`config.mk`:
```
export PLATFORM = sky130hd
export DESIGN_NAME = uart_rx_cfg_flat
export DESIGN_NICKNAME = d
export VERILOG_FILES = /design/src/rtl/uart_rx_cfg_if.sv /design/src/rtl/uart_rx_cfg.sv /design/src/flat_wrapper.sv
export SDC_FILE = /design/constraint.sdc
export NUM_CORES = 1
export LEC_CHECK = 0
export ABC_AREA = 1
export CAP_MARGIN = 0
export CORE_UTILIZATION = 25
export CTS_CLUSTER_SIZE = 28
export DETAILED_ROUTE_END_ITERATION = 16
export SETUP_SLACK_MARGIN = 0.05
export SLEW_MARGIN = 20
export SYNTH_ARGS = -nofsm -noshare
export SYNTH_HDL_FRONTEND = slang
export SYNTH_SLANG_ARGS = --single-unit
```
`constraint.sdc`:
```
create_clock -name clk -period 2.72 [get_ports clk]
set_input_delay 0.544 -clock clk [delete_from_list [all_inputs] [get_ports clk]]
set_output_delay 0.544 -clock clk [all_outputs]
set_load 0.02 [all_outputs]
```
`src/rtl/uart_rx_cfg_if.sv`:
```
`default_nettype none
// ============================================================================
//  Module      : uart_rx_cfg_if
//  Description : Receive-word handshake bundle between the UART receiver
//                (master) and its consumer (slave).
//                rx_data  - FIFO head data word
//                rx_perr  - parity error flag travelling with rx_data
//                rx_valid - FIFO non-empty
//                rx_ready - consumer accepts head when rx_valid & rx_ready
//  Revision    : 1.0 - initial release
// ============================================================================
interface uart_rx_cfg_if #(
    parameter int DATA_BITS = 8
);
    logic [DATA_BITS-1:0] rx_data;
    logic                 rx_perr;
    logic                 rx_valid;
    logic                 rx_ready;

    modport master (
        output rx_data,
        output rx_perr,
        output rx_valid,
        input  rx_ready
    );

    modport slave (
        input  rx_data,
        input  rx_perr,
        input  rx_valid,
        output rx_ready
    );
endinterface
`default_nettype wire

```
`src/rtl/uart_rx_cfg.sv`:
```
`default_nettype none
// ============================================================================
//  Module      : uart_rx_cfg
//  Description : Parametrised UART receiver. 3-flop input synchroniser,
//                3-sample mid-bit majority vote, false-start rejection,
//                parity / framing / break detection and an output FIFO.
//  Ports       : clk, rst (async, active-high), rs232_rx (serial line),
//                rx_if (master: rx_data, rx_perr, rx_valid / rx_ready),
//                frame_err, break_det, overrun (1-cycle pulses), busy.
//  Revision    : 1.0 - initial release
// ============================================================================
module uart_rx_cfg #(
    parameter int CLK_FREQ   = 50_000_000,
    parameter int BAUD       = 9600,
    parameter int DATA_BITS  = 8,
    parameter int PARITY     = 0,
    parameter int STOP_BITS  = 1,
    parameter int FIFO_DEPTH = 4
) (
    input  wire logic     clk,
    input  wire logic     rst,
    input  wire logic     rs232_rx,
    uart_rx_cfg_if.master rx_if,
    output logic          frame_err,
    output logic          break_det,
    output logic          overrun,
    output logic          busy
);

    localparam int c_baud_div = CLK_FREQ / BAUD;
    localparam int c_cnt_w    = $clog2(c_baud_div);
    localparam int c_mid      = c_baud_div / 2;
    localparam int c_ptr_w    = $clog2(FIFO_DEPTH);
    localparam int c_word_w   = DATA_BITS + 1;

    localparam logic [c_cnt_w-1:0] c_cnt_smp0 = c_cnt_w'(c_mid - 1);
    localparam logic [c_cnt_w-1:0] c_cnt_smp1 = c_cnt_w'(c_mid);
    localparam logic [c_cnt_w-1:0] c_cnt_res  = c_cnt_w'(c_mid + 1);
    localparam logic [c_cnt_w-1:0] c_cnt_last = c_cnt_w'(c_baud_div - 1);
    localparam logic [3:0]         c_data_bits = 4'(DATA_BITS);
    localparam logic [3:0]         c_stop_last = 4'(STOP_BITS - 1);
    localparam logic [c_ptr_w:0]   c_full     = (c_ptr_w + 1)'(FIFO_DEPTH);
    localparam logic               c_odd      = (PARITY == 1);

    localparam logic [2:0] S_IDLE      = 3'd0;
    localparam logic [2:0] S_START     = 3'd1;
    localparam logic [2:0] S_DATA      = 3'd2;
    localparam logic [2:0] S_PARITY    = 3'd3;
    localparam logic [2:0] S_STOP      = 3'd4;
    localparam logic [2:0] S_WAIT_IDLE = 3'd5;

    logic                 r_sync1, r_sync2, r_sync3;
    logic [2:0]           r_state, w_state_nxt;
    logic [c_cnt_w-1:0]   r_baud_cnt;
    logic                 r_smp0, r_smp1;
    logic [3:0]           r_bit_cnt;
    logic [DATA_BITS-1:0] r_shift;
    logic                 r_perr, r_stop_err, r_all_zero, r_done;

    logic                 w_fall, w_resolve, w_wrap, w_maj;
    logic                 w_enter_start, w_take_data, w_take_par, w_take_stop, w_frame_end;

    logic [c_word_w-1:0]  r_mem [FIFO_DEPTH];
    logic [c_ptr_w-1:0]   r_wr_ptr, r_rd_ptr;
    logic [c_ptr_w:0]     r_count;
    logic                 w_full, w_pop, w_good, w_push;

    // The line idles high, so the synchroniser resets to 1 to avoid a
    // spurious falling edge coming out of reset.
    always_ff @(posedge clk or posedge rst) begin
        if (rst) begin
            r_sync1 <= 1'b1;
            r_sync2 <= 1'b1;
            r_sync3 <= 1'b1;
        end else begin
            r_sync1 <= rs232_rx;
            r_sync2 <= r_sync1;
            r_sync3 <= r_sync2;
        end
    end

    assign w_fall    = ~r_sync2 & r_sync3;
    assign w_resolve = (r_baud_cnt == c_cnt_res);
    assign w_wrap    = (r_baud_cnt == c_cnt_last);
    // Third sample is the live r_sync2 on the resolution count.
    assign w_maj     = (r_smp0 & r_smp1) | (r_smp0 & r_sync2) | (r_smp1 & r_sync2);

    always_ff @(posedge clk or posedge rst) begin
        if (rst) begin
            r_state <= S_IDLE;
        end else begin
            r_state <= w_state_nxt;
        end
    end

    always_comb begin
        w_state_nxt   = r_state;
        w_enter_start = 1'b0;
        w_take_data   = 1'b0;
        w_take_par    = 1'b0;
        w_take_stop   = 1'b0;
        w_frame_end   = 1'b0;
        case (r_state)
            S_IDLE: begin
                if (w_fall) begin
                    w_state_nxt   = S_START;
                    w_enter_start = 1'b1;
                end
            end
            S_START: begin
                if (w_resolve && w_maj) begin
                    w_state_nxt = S_IDLE;
                end else if (w_wrap) begin
                    w_state_nxt = S_DATA;
                end
            end
            S_DATA: begin
                w_take_data = w_resolve;
                if (w_wrap && (r_bit_cnt == c_data_bits)) begin
                    w_state_nxt = (PARITY != 0) ? S_PARITY : S_STOP;
                end
            end
            S_PARITY: begin
                w_take_par = w_resolve;
                if (w_wrap) begin
                    w_state_nxt = S_STOP;
                end
            end
            S_STOP: begin
                if (w_resolve) begin
                    w_take_stop = 1'b1;
                    // Last stop bit: leave at its mid-bit so a following
                    // start edge is never missed.
                    if (r_bit_cnt == c_stop_last) begin
                        w_frame_end = 1'b1;
                        w_state_nxt = (r_all_zero && !w_maj) ? S_WAIT_IDLE : S_IDLE;
                    end
                end
            end
            S_WAIT_IDLE: begin
                if (r_sync2) begin
                    w_state_nxt = S_IDLE;
                end
            end
            default: w_state_nxt = S_IDLE;
        endcase
    end

    always_ff @(posedge clk or posedge rst) begin
        if (rst) begin
            r_baud_cnt <= '0;
            r_smp0     <= 1'b1;
            r_smp1     <= 1'b1;
            r_bit_cnt  <= '0;
            r_shift    <= '0;
            r_perr     <= 1'b0;
            r_stop_err <= 1'b0;
            r_all_zero <= 1'b0;
            r_done     <= 1'b0;
        end else begin
            if (w_enter_start || w_wrap) begin
                r_baud_cnt <= '0;
            end else begin
                r_baud_cnt <= r_baud_cnt + 1'b1;
            end

            if (r_baud_cnt == c_cnt_smp0) r_smp0 <= r_sync2;
            if (r_baud_cnt == c_cnt_smp1) r_smp1 <= r_sync2;

            if (w_take_data || (w_take_stop && !w_frame_end)) begin
                r_bit_cnt <= r_bit_cnt + 1'b1;
            end else if (w_state_nxt != r_state) begin
                r_bit_cnt <= '0;
            end

            if (w_enter_start) begin
                r_perr     <= 1'b0;
                r_stop_err <= 1'b0;
                r_all_zero <= 1'b1;
            end
            if (w_take_data) begin
                r_shift    <= {w_maj, r_shift[DATA_BITS-1:1]};
                r_all_zero <= r_all_zero & ~w_maj;
            end
            if (w_take_par) begin
                r_perr     <= ((^r_shift) ^ w_maj) != c_odd;
                r_all_zero <= r_all_zero & ~w_maj;
            end
            if (w_take_stop) begin
                r_all_zero <= r_all_zero & ~w_maj;
                if (!w_maj) r_stop_err <= 1'b1;
            end

            r_done <= w_frame_end;
        end
    end

    // Frame disposition, one cycle after the last stop bit resolves.
    assign w_pop  = rx_if.rx_valid & rx_if.rx_ready;
    assign w_full = (r_count == c_full);
    assign w_good = r_done & ~r_all_zero & ~r_stop_err;
    // A pop in the same cycle frees the slot, so a full FIFO still accepts.
    assign w_push = w_good & (~w_full | w_pop);

    always_ff @(posedge clk or posedge rst) begin
        if (rst) begin
            break_det <= 1'b0;
            frame_err <= 1'b0;
            overrun   <= 1'b0;
        end else begin
            break_det <= r_done & r_all_zero;
            frame_err <= r_done & ~r_all_zero & r_stop_err;
            overrun   <= w_good & w_full & ~w_pop;
        end
    end

    always_ff @(posedge clk or posedge rst) begin
        if (rst) begin
            for (int i = 0; i < FIFO_DEPTH; i++) begin
                r_mem[i] <= '0;
            end
            r_wr_ptr <= '0;
            r_rd_ptr <= '0;
            r_count  <= '0;
        end else begin
            if (w_push) begin
                r_mem[r_wr_ptr] <= {r_perr, r_shift};
                r_wr_ptr        <= r_wr_ptr + 1'b1;
            end
            if (w_pop) begin
                r_rd_ptr <= r_rd_ptr + 1'b1;
            end
            case ({w_push, w_pop})
                2'b10:   r_count <= r_count + 1'b1;
                2'b01:   r_count <= r_count - 1'b1;
                default: r_count <= r_count;
            endcase
        end
    end

    assign {rx_if.rx_perr, rx_if.rx_data} = r_mem[r_rd_ptr];
    assign rx_if.rx_valid = (r_count != '0);
    assign busy           = (r_state != S_IDLE);

endmodule
`default_nettype wire

```
`src/flat_wrapper.sv`:
```
// flat-port wrapper written by rule: the top's interface ports become plain ports
module uart_rx_cfg_flat 
#(
    parameter int CLK_FREQ   = 50_000_000,
    parameter int BAUD       = 9600,
    parameter int DATA_BITS  = 8,
    parameter int PARITY     = 0,
    parameter int STOP_BITS  = 1,
    parameter int FIFO_DEPTH = 4
)
  (clk, rst, rs232_rx, frame_err, break_det, overrun, busy, rx_if_rx_data, rx_if_rx_perr, rx_if_rx_valid, rx_if_rx_ready);
  uart_rx_cfg_if #(.DATA_BITS(DATA_BITS)) rx_if_i ();
  input  wire logic clk;
  input  wire logic rst;
  input  wire logic rs232_rx;
  output logic frame_err;
  output logic break_det;
  output logic overrun;
  output logic busy;
  output wire logic [$bits(rx_if_i.rx_data)-1:0] rx_if_rx_data;
  output wire logic [$bits(rx_if_i.rx_perr)-1:0] rx_if_rx_perr;
  output wire logic [$bits(rx_if_i.rx_valid)-1:0] rx_if_rx_valid;
  input wire logic [$bits(rx_if_i.rx_ready)-1:0] rx_if_rx_ready;
  assign rx_if_rx_data = rx_if_i.rx_data;
  assign rx_if_rx_perr = rx_if_i.rx_perr;
  assign rx_if_rx_valid = rx_if_i.rx_valid;
  assign rx_if_i.rx_ready = rx_if_rx_ready;
  uart_rx_cfg #(.CLK_FREQ(CLK_FREQ), .BAUD(BAUD), .DATA_BITS(DATA_BITS), .PARITY(PARITY), .STOP_BITS(STOP_BITS), .FIFO_DEPTH(FIFO_DEPTH)) u_core (.clk(clk), .rst(rst), .rs232_rx(rs232_rx), .rx_if(rx_if_i), .frame_err(frame_err), .break_det(break_det), .overrun(overrun), .busy(busy));
endmodule
```
Word level (Yosys, flattened, before mapping) --
Index checks and enable logic that the tools add are counted.
Word-level totals: register bits after elaboration 83, input port bits 4, output and inout bits 14, word-level logic and storage cells 127
Cells by class: add/sub/neg operators 6, $lt $le $gt $ge 3, equal/unequal tests 14, multiplexer cells 38, bitwise gates (word level) 25, reductions and logical operators 18
Operator list (number):
- $eq A13 B12 Y1 const B | 3
- $bwmux W36 | 1
- $mux W3 | 9
- $mux W9 | 3
- $bmux W9 S2 | 1
- $demux W9 S2 | 1
- $mux W1 | 18
- $pmux W3 S6 | 1
- $add A13 B1 Y13 const B | 1
- $and A1 B1 Y1 | 13
- $eq A13 B13 Y1 const B | 1
- $mux W13 | 1
- $eq A3 B3 Y1 const B | 3
- $mux W4 | 2
- $reduce_xor A8 Y1 | 1
- $eq A3 B2 Y1 const B | 2
- $ge A3 B3 Y1 const B | 2
- $not A1 Y1 | 6
- $not A2 Y3 | 2
- $pmux W3 S2 | 1
- $reduce_bool A2 Y1 | 3
- $reduce_bool A3 Y1 | 2
- $logic_and A1 B1 Y1 | 5
- $add A2 B1 Y2 const B | 2
- 16 further kinds | 20

Logic depth before layout (Yosys ltp) --
word-level depth 12, gate-level depth with buffers 14, gate-level depth less buffers 14

Worst setup path after synthesis --
Ideal clock, no wire load.
kind input -> register, from input rx_if_rx_ready, to register u_core.r_count[2], library setup time 0.131 ns, data arrival time 1.780 ns, required time 2.589 ns, path slack 0.809 ns, stages on the path 9, buffers on the path 0, cell sequence inv_1 > nand3_1 > nand2_2 > ha_1 > inv_1 > fa_1 > a21oi_1 > o21ai_0 > xor2_1
On the way: longest elaborated chain between the ends 5, elaborated cells between the ends (all ways) 7, those cells by class eq/ne: 2; mux: 1; bitwise: 3; reduce/logical: 1
RTL lines:
- start: declaration | RTL line flat_wrapper.sv:23 | input wire logic [$bits(rx_if_i.rx_ready)-1:0] rx_if_rx_ready;
- $and A1 B1 Y1 (*) | RTL line uart_rx_cfg.sv:199 | assign w_pop = rx_if.rx_valid & rx_if.rx_ready;
- $or A1 B1 Y1 | RTL line uart_rx_cfg.sv:203 | assign w_push = w_good & (~w_full | w_pop);
- $and A1 B1 Y1 | RTL line uart_rx_cfg.sv:203
- $eq A2 B1 Y1 / $eq A2 B2 Y1 (equally long branches) | RTL line uart_rx_cfg.sv:233 | case ({w_push, w_pop})
- $pmux W3 S2 / $reduce_bool A2 Y1 (equally long branches)
- end signal: assignment | RTL line uart_rx_cfg.sv:234 | 2'b10: r_count <= r_count + 1'b1;
- end signal: assignment | RTL line uart_rx_cfg.sv:235 | 2'b01: r_count <= r_count - 1'b1;
- end signal: assignment | RTL line uart_rx_cfg.sv:236 | default: r_count <= r_count;
- end: declaration | RTL line uart_rx_cfg.sv:65 | logic [c_ptr_w:0] r_count;
Every way passes the cells marked *; elsewhere a longest branch is shown, timed or not. A chain may end at the register's enable or synchronous reset.

Final worst setup path --
from register u_core.r_rd_ptr[1], to output rx_if_rx_data[1]
On the way: longest elaborated chain between the ends 4
RTL lines:
- start: declaration | RTL line uart_rx_cfg.sv:64 | logic [c_ptr_w-1:0] r_wr_ptr, r_rd_ptr;
- start signal: assignment | RTL line uart_rx_cfg.sv:231 | r_rd_ptr <= r_rd_ptr + 1'b1;
- $not A2 Y3 (not written as such) | RTL line uart_rx_cfg.sv:241 | assign {rx_if.rx_perr, rx_if.rx_data} = r_mem[r_rd_ptr];
- $bmux W9 S2 | RTL line uart_rx_cfg.sv:241
- $mux W9 (not written as such) (2 in series) | RTL line uart_rx_cfg.sv:241
- end: declaration | RTL line flat_wrapper.sv:20 | output wire logic [$bits(rx_if_i.rx_data)-1:0] rx_if_rx_data;
No other way between the ends. The select of a mux whose other input is x is not followed.

==> flow_summary.toml <==
[synthesis]
synthCells = 480
avgSynthCellArea_sq_um = 8.764
yosysWarnings = 0
synth_nets = 495
synth_cell_type_count = 34
synth_edf_count = 0
dominantRegCellSynth = "dfrtp_1"
synth_seq_cells = 83
yosysSeqAreaShare_pct = 49.52
syn_area_sq_mm = 0.004207
synthArstFlopShare_pct = 100.0

[layout]
areaGrowthSynthToFinish_pct = 19.54
finalCoreUtilization_pct = 30.43
fin_nets = 527
finalNonFillerCells = 737
antenna_cells = 0
final_cell_area_sq_mm = 0.005029
drive_above_1_share_pct = 15.86
fill_cells = 1741

[global_routing]
grt_overflow = 0
use_met3_pct = 1.813
use_met2_pct = 17.75
gr-usage-met1_pct = 13.86
grt_max_degree = 84
antenna_found_initial = 0
grt_pass1_wl_um = 15200
top_usage_layer = "met2"
grt_use_total_pct = 10.78
first_global_vias = 3198

[worst_setup_path]
arrival_ns = 1.96
slowest_delay_ns = 0.64
crit_family = "buffers and inverters"
rrSetupSlack_ns = 0.72
cp-start-kind = "flip-flop"
critPathRequiredTime_ns = 2.18
crit_chain = "clkinvlp_4 -> buf_4 -> o21ai_0 -> o21ai_0 -> clkdlybuf4s50_1"
crit_buf_inv = 3
regToRegStartpoint = "u_core.r_count[0]"
crit_fanout = 5
crit_slowest_cell = "clkdlybuf4s50_1"
rr_worst_depth = 9
path_common_cell = "o21ai_0"
r2r_end = "u_core.r_count[2]"
worstSetupEndpointType = "output port"
critical_path_class = "reg2out"

[pwr]
power.density_mw_per_mm2 = 768.2
ir_worst_vdd_uv = 301.1
power_w = 0.003863
p_leak_nw = 2.355

[worst_hold_path]
holdPathStages = 0
hold_start = "u_core.r_sync1"
hold_path.class = "reg2reg"
hold_end = "u_core.r_sync2"

[timing]
slew_headroom_pct = 65.81
timing.final.crit_share_pct = 92.24
hold_violations = 0
fin_skew_ns = 0.007840
max_freq_ghz = 0.3986
slew_viol_final = 0
tightest_slew_ns = 0.5109
grt_setup_unrepaired = "false"
setup_violations = 0
setup_tns_ns = 0
finalCriticalPeriod_ns = 2.509

[clocking]
cts_sinks = 83
cts_tree = "done"
cts-root-buf = "clkbuf_16"
cts_buffer_depth = 2
cts_inserted_buffers = 9
path_clk_slew_ns = 0.06
hold_buffers = 0
htree_levels = 3
clock_latency_ns = 0.34

[floorplan]
die_w_um = 131.7
rows = 47
start_util_pct = 25.46
dieArea_sq_mm = 0.01735
io-pin-count = 18
die_h_um = 131.7
fp.coreArea_sq_mm = 0.01652

[placement]
io_buffers = 17
placed_cells = 718
place_congestion = 0.7644
post-dp-hpwl_um = 5864
place_area_sq_mm = 0.004693

[run]
max_cap_viol_count = 0

[routing]
vias = 3164
drt_first_iter_violations = 235
drc = 0
vias_per_cell = 4.293
dr.pass1.iters = 5
drtAntennaViolNets = 0
wl_um = 8641
avgRoutedWirePerCell_um = 11.72

[run_status]
status = "complete, no violations"
-- cell families (layout without fill, tap and decap cells) --
group                    count (synthesis)  after routing  share of synthesized area [%]
AO/OA/AOI/OAI                           81             81                          10.41
buffers and inverters                   73            110                          6.811
flip-flops                              83             83                          49.52
adder cells (fa/ha/maj)                 11             11                          3.450
AND/OR/NAND/NOR                        198            198                          21.48
multiplexers                            21             21                          5.622
XOR/XNOR                                13             13                          2.707
-- layer usage --
metal	wire length [um]	vias up	part of all wire, %
li1	-	1622	-
met2	4030	28	47
met3	202	9	2.3
met1	4277	1505	49
met5	0	-	0
met4	131	0	1.5
-- worst register-to-register path: cells and delay by family (launching register included) --
kind	cells	cell delay (ns)
compound gates	2	0.25
xor+xnor	1	0.15
fa+ha+maj	2	0.53
buf+inv	1	0.06
flops	1	0.40
simple gates	3	0.50
-- worst max-delay path by stage --
stage,startpoint,to,slack (ns),cells past startpoint
2_1_floorplan,rx_if_rx_ready,u_core.r_count[2],0.81,9
3_3_place_gp,rx_if_rx_ready,u_core.r_count[2],0.30,10
3_5_place_dp,rx_if_rx_ready,u_core.r_count[2],0.29,10
4_1_cts,u_core.r_rd_ptr[1],rx_if_rx_data[0],0.15,5
5_1_grt,u_core.r_rd_ptr[0],rx_if_rx_data[0],0.08,5
6_report,u_core.r_rd_ptr[1],rx_if_rx_data[1],0.21,5
-- cell type report --
| type | count | area [sq um] | area share [%] |
|---|---|---|---|
| inverter | 65 | 251.5 | 5.001 |
| timing repair inverter | 1 | 7.507 | 0.1493 |
| timing repair buffer | 28 | 265.3 | 5.275 |
| multi-input combinational | 324 | 1837 | 36.53 |
| tap | 220 | 275.3 | 5.474 |
| clock buffer | 9 | 225.2 | 4.479 |
| clock inverter | 7 | 82.58 | 1.642 |
| sequential | 83 | 2085 | 41.45 |
-- power by group --
part           internal, W  leakage (nW)  switching, W
Clock             0.000726         0.145      0.000547
Sequential         0.00134          1.07      0.000114
Combinational     0.000458          1.14      0.000681
-- cell usage in the layout (no fill, tap or decap), types with 2 or more instances in the layout --
| cell type | Yosys | routed |
|---|---|---|
| clkinv_1 | 2 | 2 |
| o21a_1 | 9 | 9 |
| o21ai_0 | 45 | 45 |
| nand3_1 | 25 | 25 |
| nor3_1 | 11 | 11 |
| inv_2 | 6 | 6 |
| nand4_1 | 7 | 7 |
| inv_6 | 0 | 2 |
| xnor2_1 | 6 | 6 |
| ha_1 | 10 | 10 |
| nor4_1 | 2 | 2 |
| nand2_2 | 3 | 3 |
| mux2_2 | 21 | 21 |
| clkdlybuf4s50_1 | 0 | 17 |
| nor2_4 | 3 | 3 |
| buf_4 | 3 | 10 |
| o22ai_1 | 3 | 3 |
| dfstp_2 | 5 | 5 |
| xor2_1 | 7 | 7 |
| a21oi_1 | 21 | 21 |
| nor2_2 | 8 | 8 |
| nor2_1 | 50 | 50 |
| inv_1 | 57 | 55 |
| nand2_1 | 84 | 84 |
| clkbuf_16 | 0 | 9 |
| clkinvlp_4 | 0 | 5 |
| dfrtp_1 | 78 | 77 |
-- metrics by stage --
stage	setup slack (ns)	hold slack, ns
after floorplan	0.8087	0.3452
final	0.2112	0.3584
after detailed placement	0.2946	0.3525
after global routing	0.08200	0.3661
after CTS	0.1509	0.3619
after global placement	0.2984	0.3461
-- flip-flops by register name, summed over array words and instances (netlist names), 2 cells and up --
name,cells
u_core.r_baud_cnt,13
u_core.r_wr_ptr,2
u_core.r_state,3
u_core.r_shift,8
u_core.r_mem,36
u_core.r_rd_ptr,2
u_core.r_count,3
u_core.r_bit_cnt,4
-- cell usage after synthesis, types with 4 or more instances --
library cell  count  share of area [%]
xnor2_1           6                1.2
nor3_1           11                1.3
nand2_1          84                7.5
mux2_2           21                5.6
nand3_1          25                3.0
xor2_1            7                1.5
o21a_1            9                1.6
inv_2             6               0.54
o21ai_0          45                5.4
dfstp_2           5                3.1
clkbuf_1          4               0.36
dfrtp_1          78                 46
inv_1            57                5.1
nor2_1           50                4.5
nand4_1           7                1.0
nor2_2            8                1.2
a21oi_1          21                2.5
ha_1             10                3.0
-- repair_timing --
| item | 4_1_cts | 5_1_grt |
|---|---|---|
| cloned | 0 | 1 |
| gates resized for setup | 1 | 2 |
| setup buffers | 2 | 0 |
| pin swaps | 0 | 0 |
| setup endpoints to repair | 4 | 5 |
Note: power is estimated with default switching activity, not from simulation.
